==> src/rtl/layer1_fetch_sequencer.sv <==
`default_nettype none
// ============================================================================
// Module   : layer1_fetch_sequencer
// Desc     : Streams the layer-1 biases and weights once, then every 3x3x3
//            input window through a 2-entry skid FIFO to the conv datapath.
// Options  : define ZERO_PAD_EN for same-padding (out-of-range taps emit 0).
// Revision : 1.0 - initial release
// ============================================================================
module layer1_fetch_sequencer #(
  parameter int IMG_W  = 32,
  parameter int IMG_H  = 32,
  parameter int IN_CH  = 3,
  parameter int K      = 3,
  parameter int OUT_CH = 8,
  parameter int DATA_W = 16
) (
  input  logic              clk,
  input  logic              rst,
  input  logic              start,
  input  logic              layer1_input_store_done,
  input  logic              layer1_weight_store_done,
  input  logic              layer1_bias_store_done,
  output logic              read_pixel_mem,
  output logic [15:0]       pixel_mem_addr,
  input  logic [DATA_W-1:0] pixel_mem_rdata,
  output logic              read_weight_mem,
  output logic [15:0]       weight_mem_addr,
  input  logic [DATA_W-1:0] weight_mem_rdata,
  output logic              read_bias_mem,
  output logic [15:0]       bias_mem_addr,
  input  logic [DATA_W-1:0] bias_mem_rdata,
  output logic              param_valid,
  output logic              param_is_bias,
  output logic [7:0]        param_index,
  output logic [DATA_W-1:0] param_data,
  output logic              px_valid,
  input  logic              px_ready,
  output logic [DATA_W-1:0] px_data,
  output logic              px_last,
  output logic [5:0]        out_row,
  output logic [5:0]        out_col,
  output logic              busy,
  output logic              fetch_done
);

`ifdef ZERO_PAD_EN
  localparam int c_ROW_LAST = IMG_H - 1;
  localparam int c_COL_LAST = IMG_W - 1;
  localparam int c_PAD      = (K - 1) / 2;
`else
  localparam int c_ROW_LAST = IMG_H - K;
  localparam int c_COL_LAST = IMG_W - K;
  localparam int c_PAD      = 0;
`endif
  localparam int          c_NUM_WEIGHTS = OUT_CH * K * K * IN_CH;
  localparam logic [1:0]  c_K_LAST      = 2'(K - 1);
  localparam logic [1:0]  c_CH_LAST     = 2'(IN_CH - 1);
  localparam logic [5:0]  c_ROW_LAST6   = 6'(c_ROW_LAST);
  localparam logic [5:0]  c_COL_LAST6   = 6'(c_COL_LAST);

  typedef enum logic [2:0] {
    S_IDLE        = 3'd0,
    S_LOAD_BIAS   = 3'd1,
    S_LOAD_WEIGHT = 3'd2,
    S_STREAM      = 3'd3,
    S_DRAIN       = 3'd4
  } state_t;

  typedef struct packed {
    logic [DATA_W-1:0] data;
    logic              last;
    logic [5:0]        row;
    logic [5:0]        col;
  } beat_t;

  state_t      r_state, w_next;
  logic [7:0]  r_cnt;
  logic [5:0]  r_row, r_col;
  logic [1:0]  r_kr, r_kc, r_ch;
  logic        r_param_valid, r_param_is_bias;
  logic [7:0]  r_param_index;
  logic        r_p_valid, r_p_zero, r_p_last;
  logic [5:0]  r_p_row, r_p_col;
  beat_t       r_fifo [2];
  logic        r_wr_ptr, r_rd_ptr;
  logic [1:0]  r_occ;

  logic        w_all_done, w_issue, w_pop, w_space, w_oob, w_tap_last, w_win_last;
  logic [6:0]  w_in_row, w_in_col;
  logic [15:0] w_pix_addr;
  beat_t       w_head, w_push;

  assign w_all_done = layer1_input_store_done & layer1_weight_store_done &
                      layer1_bias_store_done;

  assign w_in_row   = 7'(r_row) + 7'(r_kr) - 7'(c_PAD);
  assign w_in_col   = 7'(r_col) + 7'(r_kc) - 7'(c_PAD);
  // Negative coordinates wrap to large unsigned values and fail the same test.
  assign w_oob      = (w_in_row >= 7'(IMG_H)) || (w_in_col >= 7'(IMG_W));
  assign w_pix_addr = (16'(w_in_row) * 16'(IMG_W) + 16'(w_in_col)) * 16'(IN_CH) + 16'(r_ch);

  assign w_tap_last = (r_kr == c_K_LAST) && (r_kc == c_K_LAST) && (r_ch == c_CH_LAST);
  assign w_win_last = w_tap_last && (r_row == c_ROW_LAST6) && (r_col == c_COL_LAST6);

  // Issued-but-not-pushed taps count as in flight; a pop this cycle frees a slot.
  assign w_pop      = px_valid & px_ready;
  assign w_space    = ({1'b0, r_occ} + {2'b00, r_p_valid} - {2'b00, w_pop}) < 3'd2;

  always_ff @(posedge clk or posedge rst) begin
    if (rst) r_state <= S_IDLE;
    else     r_state <= w_next;
  end

  always_comb begin
    w_next          = r_state;
    read_bias_mem   = 1'b0;
    bias_mem_addr   = 16'd0;
    read_weight_mem = 1'b0;
    weight_mem_addr = 16'd0;
    w_issue         = 1'b0;
    fetch_done      = 1'b0;
    case (r_state)
      S_IDLE: begin
        if (start && w_all_done) w_next = S_LOAD_BIAS;
      end
      S_LOAD_BIAS: begin
        read_bias_mem = 1'b1;
        bias_mem_addr = 16'(r_cnt);
        if (r_cnt == 8'(OUT_CH - 1)) w_next = S_LOAD_WEIGHT;
      end
      S_LOAD_WEIGHT: begin
        read_weight_mem = 1'b1;
        weight_mem_addr = 16'(r_cnt);
        if (r_cnt == 8'(c_NUM_WEIGHTS - 1)) w_next = S_STREAM;
      end
      S_STREAM: begin
        w_issue = w_space;
        if (w_issue && w_win_last) w_next = S_DRAIN;
      end
      S_DRAIN: begin
        if (!r_p_valid && (r_occ == 2'd0)) begin
          fetch_done = 1'b1;
          w_next     = S_IDLE;
        end
      end
      default: w_next = S_IDLE;
    endcase
  end

  assign read_pixel_mem = w_issue & ~w_oob;
  assign pixel_mem_addr = read_pixel_mem ? w_pix_addr : 16'd0;
  assign busy           = (r_state != S_IDLE);

  always_ff @(posedge clk or posedge rst) begin
    if (rst) begin
      r_cnt           <= 8'd0;
      r_row           <= 6'd0;
      r_col           <= 6'd0;
      r_kr            <= 2'd0;
      r_kc            <= 2'd0;
      r_ch            <= 2'd0;
      r_param_valid   <= 1'b0;
      r_param_is_bias <= 1'b0;
      r_param_index   <= 8'd0;
    end else begin
      r_param_valid   <= read_bias_mem | read_weight_mem;
      r_param_is_bias <= read_bias_mem;
      r_param_index   <= (read_bias_mem | read_weight_mem) ? r_cnt : 8'd0;

      if ((r_state == S_LOAD_BIAS) || (r_state == S_LOAD_WEIGHT))
        r_cnt <= (w_next != r_state) ? 8'd0 : r_cnt + 8'd1;
      else
        r_cnt <= 8'd0;

      if (w_issue) begin
        if (r_ch == c_CH_LAST) begin
          r_ch <= 2'd0;
          if (r_kc == c_K_LAST) begin
            r_kc <= 2'd0;
            if (r_kr == c_K_LAST) begin
              r_kr <= 2'd0;
              if (r_col == c_COL_LAST6) begin
                r_col <= 6'd0;
                r_row <= (r_row == c_ROW_LAST6) ? 6'd0 : r_row + 6'd1;
              end else begin
                r_col <= r_col + 6'd1;
              end
            end else begin
              r_kr <= r_kr + 2'd1;
            end
          end else begin
            r_kc <= r_kc + 2'd1;
          end
        end else begin
          r_ch <= r_ch + 2'd1;
        end
      end
    end
  end

  assign param_valid   = r_param_valid;
  assign param_is_bias = r_param_is_bias;
  assign param_index   = r_param_index;
  assign param_data    = !r_param_valid ? '0 :
                         (r_param_is_bias ? bias_mem_rdata : weight_mem_rdata);

  always_comb begin
    w_push      = '0;
    w_push.data = r_p_zero ? '0 : pixel_mem_rdata;
    w_push.last = r_p_last;
    w_push.row  = r_p_row;
    w_push.col  = r_p_col;
  end

  // Tap side-band rides alongside the memory read so the FIFO entry is complete.
  always_ff @(posedge clk or posedge rst) begin
    if (rst) begin
      r_p_valid <= 1'b0;
      r_p_zero  <= 1'b0;
      r_p_last  <= 1'b0;
      r_p_row   <= 6'd0;
      r_p_col   <= 6'd0;
      r_wr_ptr  <= 1'b0;
      r_rd_ptr  <= 1'b0;
      r_occ     <= 2'd0;
      for (int i = 0; i < 2; i++) r_fifo[i] <= '0;
    end else begin
      r_p_valid <= w_issue;
      if (w_issue) begin
        r_p_zero <= w_oob;
        r_p_last <= w_tap_last;
        r_p_row  <= r_row;
        r_p_col  <= r_col;
      end
      if (r_p_valid) begin
        r_fifo[r_wr_ptr] <= w_push;
        r_wr_ptr         <= ~r_wr_ptr;
      end
      if (w_pop) r_rd_ptr <= ~r_rd_ptr;
      r_occ <= r_occ + {1'b0, r_p_valid} - {1'b0, w_pop};
    end
  end

  assign w_head   = r_fifo[r_rd_ptr];
  assign px_valid = (r_occ != 2'd0);
  assign px_data  = w_head.data;
  assign px_last  = w_head.last;
  assign out_row  = w_head.row;
  assign out_col  = w_head.col;

endmodule
`default_nettype wire

==> config.mk <==
export PLATFORM = sky130hd
export DESIGN_NAME = layer1_fetch_sequencer
export DESIGN_NICKNAME = d
export VERILOG_FILES = /design/src/rtl/layer1_fetch_sequencer.sv
export SDC_FILE = /design/constraint.sdc
export NUM_CORES = 1
export LEC_CHECK = 0
export ABC_AREA = 1
export CAP_MARGIN = 5
export CORE_MARGIN = 2
export CORE_UTILIZATION = 46
export DETAILED_ROUTE_END_ITERATION = 7
export MAX_ROUTING_LAYER = met4
export PLACE_DENSITY = 0.89
export SKIP_LAST_GASP = 1
export SYNTH_ARGS = -nofsm -noshare
export SYNTH_HDL_FRONTEND = slang
export SYNTH_SLANG_ARGS = --single-unit
==> constraint.sdc <==
create_clock -name clk -period 4.7 [get_ports clk]
set_input_delay 0.94 -clock clk [delete_from_list [all_inputs] [get_ports clk]]
set_output_delay 0.94 -clock clk [all_outputs]
set_load 0.005 [all_outputs]
==> metrics.csv <==
stage;metric;value;unit
timing;clock skew;0.008096;ns
timing;RSZ-0062 raised after global routing;true;
logic_synthesis;YS warnings;0;
logic_synthesis;Gate Count Post-Synth;941;
logic_synthesis;xor/xnor share of the synthesized area;2.650;%
timing;Slew headroom;44.45;%
timing;top achievable clock speed;0.1931;GHz
critical_path;required time of the critical path;3.76;ns
clock_network;Worst-path clk slew;0.06;ns
floorplanning;# IOs;164;
logic_synthesis;mapped cell area;0.006942;mm2
global_routing;initial antenna violation count;0;
floorplanning;Die X;126.8;um
cells_and_area;post-layout util;67.40;%
power;leakage;4.762;nW
timing;sum of negative setup slack;-1.969;ns
power;clock power share;33.0;%
logic_synthesis;Avg Inst Size Synth;7.377;um2
logic_synthesis;cell accounting for the most synthesized area;dfrtp_1;
global_routing;grt ovf;0;
timing;final period utilization;110.2;%
logic_synthesis;sequential share of the synthesized area;41.82;%
clock_network;H-tree depth;4;
logic_synthesis;unique cell type count in the Yosys netlist;36;
power;Flop pwr share;34.9;%
global_routing;global-route wire length before repair;30840;um
power;Int Power;0.002567;W
routing;DRT iter0 DRCs;582;
critical_path;Worst setup EP type;primary output;
cells_and_area;share of cells above drive strength 1;15.76;%
routing;remaining antenna violation count after routing;0;
cells_and_area;Reg area;0.002903;mm2
floorplanning;area of the core;0.01464;mm2
power;switching power total;0.001255;W
place;DPL Wire Length;12710;um
logic_synthesis;main combinational cell family by area after synthesis;simple AND/OR/NAND/NOR gates;
clock_network;Root Buffer;clkbuf_16;
floorplanning;Initial Util;47.40;%
cells_and_area;Layout area overhead;42.18;%
logic_synthesis;top cell type's share of synthesized area;41.82;%
routing;DRT Wirelength;19680;um
place;gpl congestion;0.9109;
critical_path;CP Class;reg2out;
clock_network;CTS max path bufs;2;
floorplanning;site row count;44;
logic_synthesis;Top FF cell, synth;dfrtp_1;
critical_path;largest fanout on the critical path;4;
floorplanning;Die Y;126.8;um
logic_synthesis;Seq cells post-synth;116;
global_routing;layer with the highest usage;met2;
routing;DR WL/cell;14.70;um
timing;Period minus WS final;5.179;ns
timing;WHS;0.4782;ns
place;Placed Instances;1283;
min_path;Worst Hold Class;reg2reg;
critical_path;CP Launch Type;register;
cells_and_area;# diodes;0;
cells_and_area;Fill cells;1118;
logic_synthesis;mux cell area share after synthesis;0.1442;%
status;failing checks;setup timing;
cells_and_area;fin cells;1339;
global_routing;grt met2 use;41.08;%
power;Switching Fraction;32.84;%
global_routing;All-Layer GR Usage;24.14;%
logic_synthesis;Synth Area in Simple Gates;25.94;%
min_path;worst hold path depth;2;
cells_and_area;nets;1242;
global_routing;M3 GR Usage;3.374;%
place;IO buf count;145;
routing;Pre-Repair DR Iteration Count;5;
critical_path;FF-to-FF path depth;14;
global_routing;met1 GRT Util;29.79;%
routing;vias per cell;5.070;
global_routing;pin count of the biggest net entering global routing;68;
timing;Setup violations, final;6;
cells_and_area;area of the multi-input gates;0.003701;mm2
clock_network;CTS tree;done;
power;total chip power;0.003822;W
flow_run;Max-cap violations;0;
timing;Final Hold Fails;0;
logic_synthesis;Synth Area in Compound Gates;9.481;%
power;combinational power share;32.1;%
status;outcome;finished with violations;
clock_network;Num CTS Buffers;17;
logic_synthesis;Post-Synth Adder-Cell Area;8.580;%
power;Pwr Density;387.3;mW/mm2
timing;max-slew violations;0;
timing;Slew @ Worst Pin;0.8333;ns
logic_synthesis;EDFF count, synth;0;
timing;Final WS setup;-0.4791;ns
logic_synthesis;Post-synth top cells;235 x nand2_1, 136 x inv_1, 126 x nor2_1, 116 x dfrtp_1, 108 x o21ai_0;
clock_network;Num Clock Sinks;116;
routing;routed via count;6789;
logic_synthesis;asr flop ratio synth;100.0;%
logic_synthesis;most common cell in the synthesized netlist;nand2_1;
power;Max VDD drop;0.0002702;V
logic_synthesis;ranking of synthesized cells by area;dfrtp_1 42%, nand2_1 13%, o21ai_0 7.8%, inv_1 7.4%, ha_1 6.8%;
clock_network;Worst-Skew Late Latency;0.41;ns
routing;drt drc;0;
floorplanning;die area;0.01609;mm2
critical_path;arrival time at the worst endpoint;4.24;ns
global_routing;number of global-route vias before repair;6660;
[metrics by stage]
stage | setup WS, ns | instance area (um2)
2_1_floorplan | 0.2196 | 7009
5_1_grt | -0.6376 | 9869
3_3_place_gp | -0.2266 | 8743
6_report | -0.4791 | 9869
4_1_cts | -0.2916 | 9732
3_5_place_dp | -0.4526 | 8743
[power by group through the flow]
stage	combinational [W]	clock [W]	sequential [W]
after floorplan	0.000663	0	0.00126
after global placement	0.00117	0	0.00134
after detailed placement	0.00120	0	0.00135
after CTS	0.00122	0.00127	0.00133
after global routing	0.00137	0.00132	0.00136
final	0.00123	0.00126	0.00133
[layout make-up]
| cell class | count | area share [%] |
|---|---|---|
| clock inverter | 14 | 1.572 |
| timing repair buffer | 210 | 19.38 |
| inverter | 142 | 5.489 |
| multi-input combinational | 656 | 37.50 |
| sequential | 116 | 29.41 |
| tap | 184 | 2.333 |
| clock buffer | 17 | 4.310 |
[path summary, 6_finish.rpt]
kind	start	endpoint	slack, ns
worst max register to register	r_occ[1]	r_row[3]	1.38
worst min register to register	r_fifo[23]	r_fifo[23]	0.48
max in group asynchronous	rst	param_index[2]	2.75
min in group asynchronous	rst	r_fifo[2]	1.06
worst max-delay path	r_col[1]	pixel_mem_addr[13]	-0.48
worst min-delay path	r_fifo[23]	r_fifo[23]	0.48
[logic make-up after synthesis]
kind of cell    count (synthesis)
compound gates                129
xor+xnor                       21
fa+ha+maj                      44
buf+inv                       187
flops                         116
mux                             1
other cells                     1
simple gates                  442
[state kept, by name, indices dropped and copies added, names as in the netlist]
register / flops
r_p_last: 1
r_p_row: 6
r_p_valid: 1
r_wr_ptr: 1
r_row: 6
r_fifo: 58
r_occ: 2
r_kc: 2
r_col: 6
param_valid: 1
r_p_zero: 1
r_p_col: 6
r_cnt: 8
r_kr: 2
param_index: 8
r_ch: 2
r_rd_ptr: 1
param_is_bias: 1
r_state: 3
[critical path, stage by stage (launching register included)]
cell and delay [ns]:
dfrtp_1 0.42, buf_4 0.17, fa_2 0.41, nand2_2 0.09, inv_1 0.07, nand3_2 0.09, inv_1 0.04, ha_1 0.26
a21oi_1 0.05, or2_1 0.28, xnor2_1 0.20, inv_1 0.13, ha_4 0.27, ha_4 0.29, nand2_2 0.07, nor2_1 0.09
nand2_1 0.06, o211ai_1 0.11, buf_4 0.20, buf_4 0.12, nand2_1 0.07, nand3_1 0.08, nand2_1 0.05, nor2_1 0.08
buf_2 0.11
[what timing repair did]
item | in CTS | in global routing
endpoints found under the hold margin | 0 | 0
hold buffers | 0 | 0
gates resized for setup | 86 | 28
setup buffers | 22 | 3
endpoints found under the setup margin | 15 | 14
pin swaps | 46 | 34
[cells in the final DEF (no fill, tap or decap), types with 3 or more instances in the layout]
cell,synthesis,layout
nand3_2,2,7
nand4_1,6,6
fa_1,6,3
nor3_4,0,3
buf_4,20,60
clkdlybuf4s50_1,0,130
nor2_2,2,6
buf_2,0,6
nand2_1,235,224
fa_2,0,3
clkinv_2,1,3
nor2_1,126,122
inv_4,0,3
a21oi_1,14,8
o21ai_0,108,106
nand2_2,3,12
inv_6,0,3
nand3_1,42,37
xor2_1,19,13
dfrtp_1,116,116
ha_1,38,22
inv_2,3,9
inv_1,136,127
ha_4,0,14
buf_6,1,5
nor3_1,19,15
conb_1,1,19
clkbuf_16,0,17
xor2_2,0,6
a21oi_2,0,5
clkinv_4,0,5
dlygate4sd2_1,0,8
[metal layers]
layer | routed length [um] | part of all wire (%)
met1 | 8086 | 41
met5 | 0 | 0
met3 | 949 | 4.8
met4 | 565 | 2.9
met2 | 10080 | 51
No activity file was read; power rests on OpenSTA's default activity.
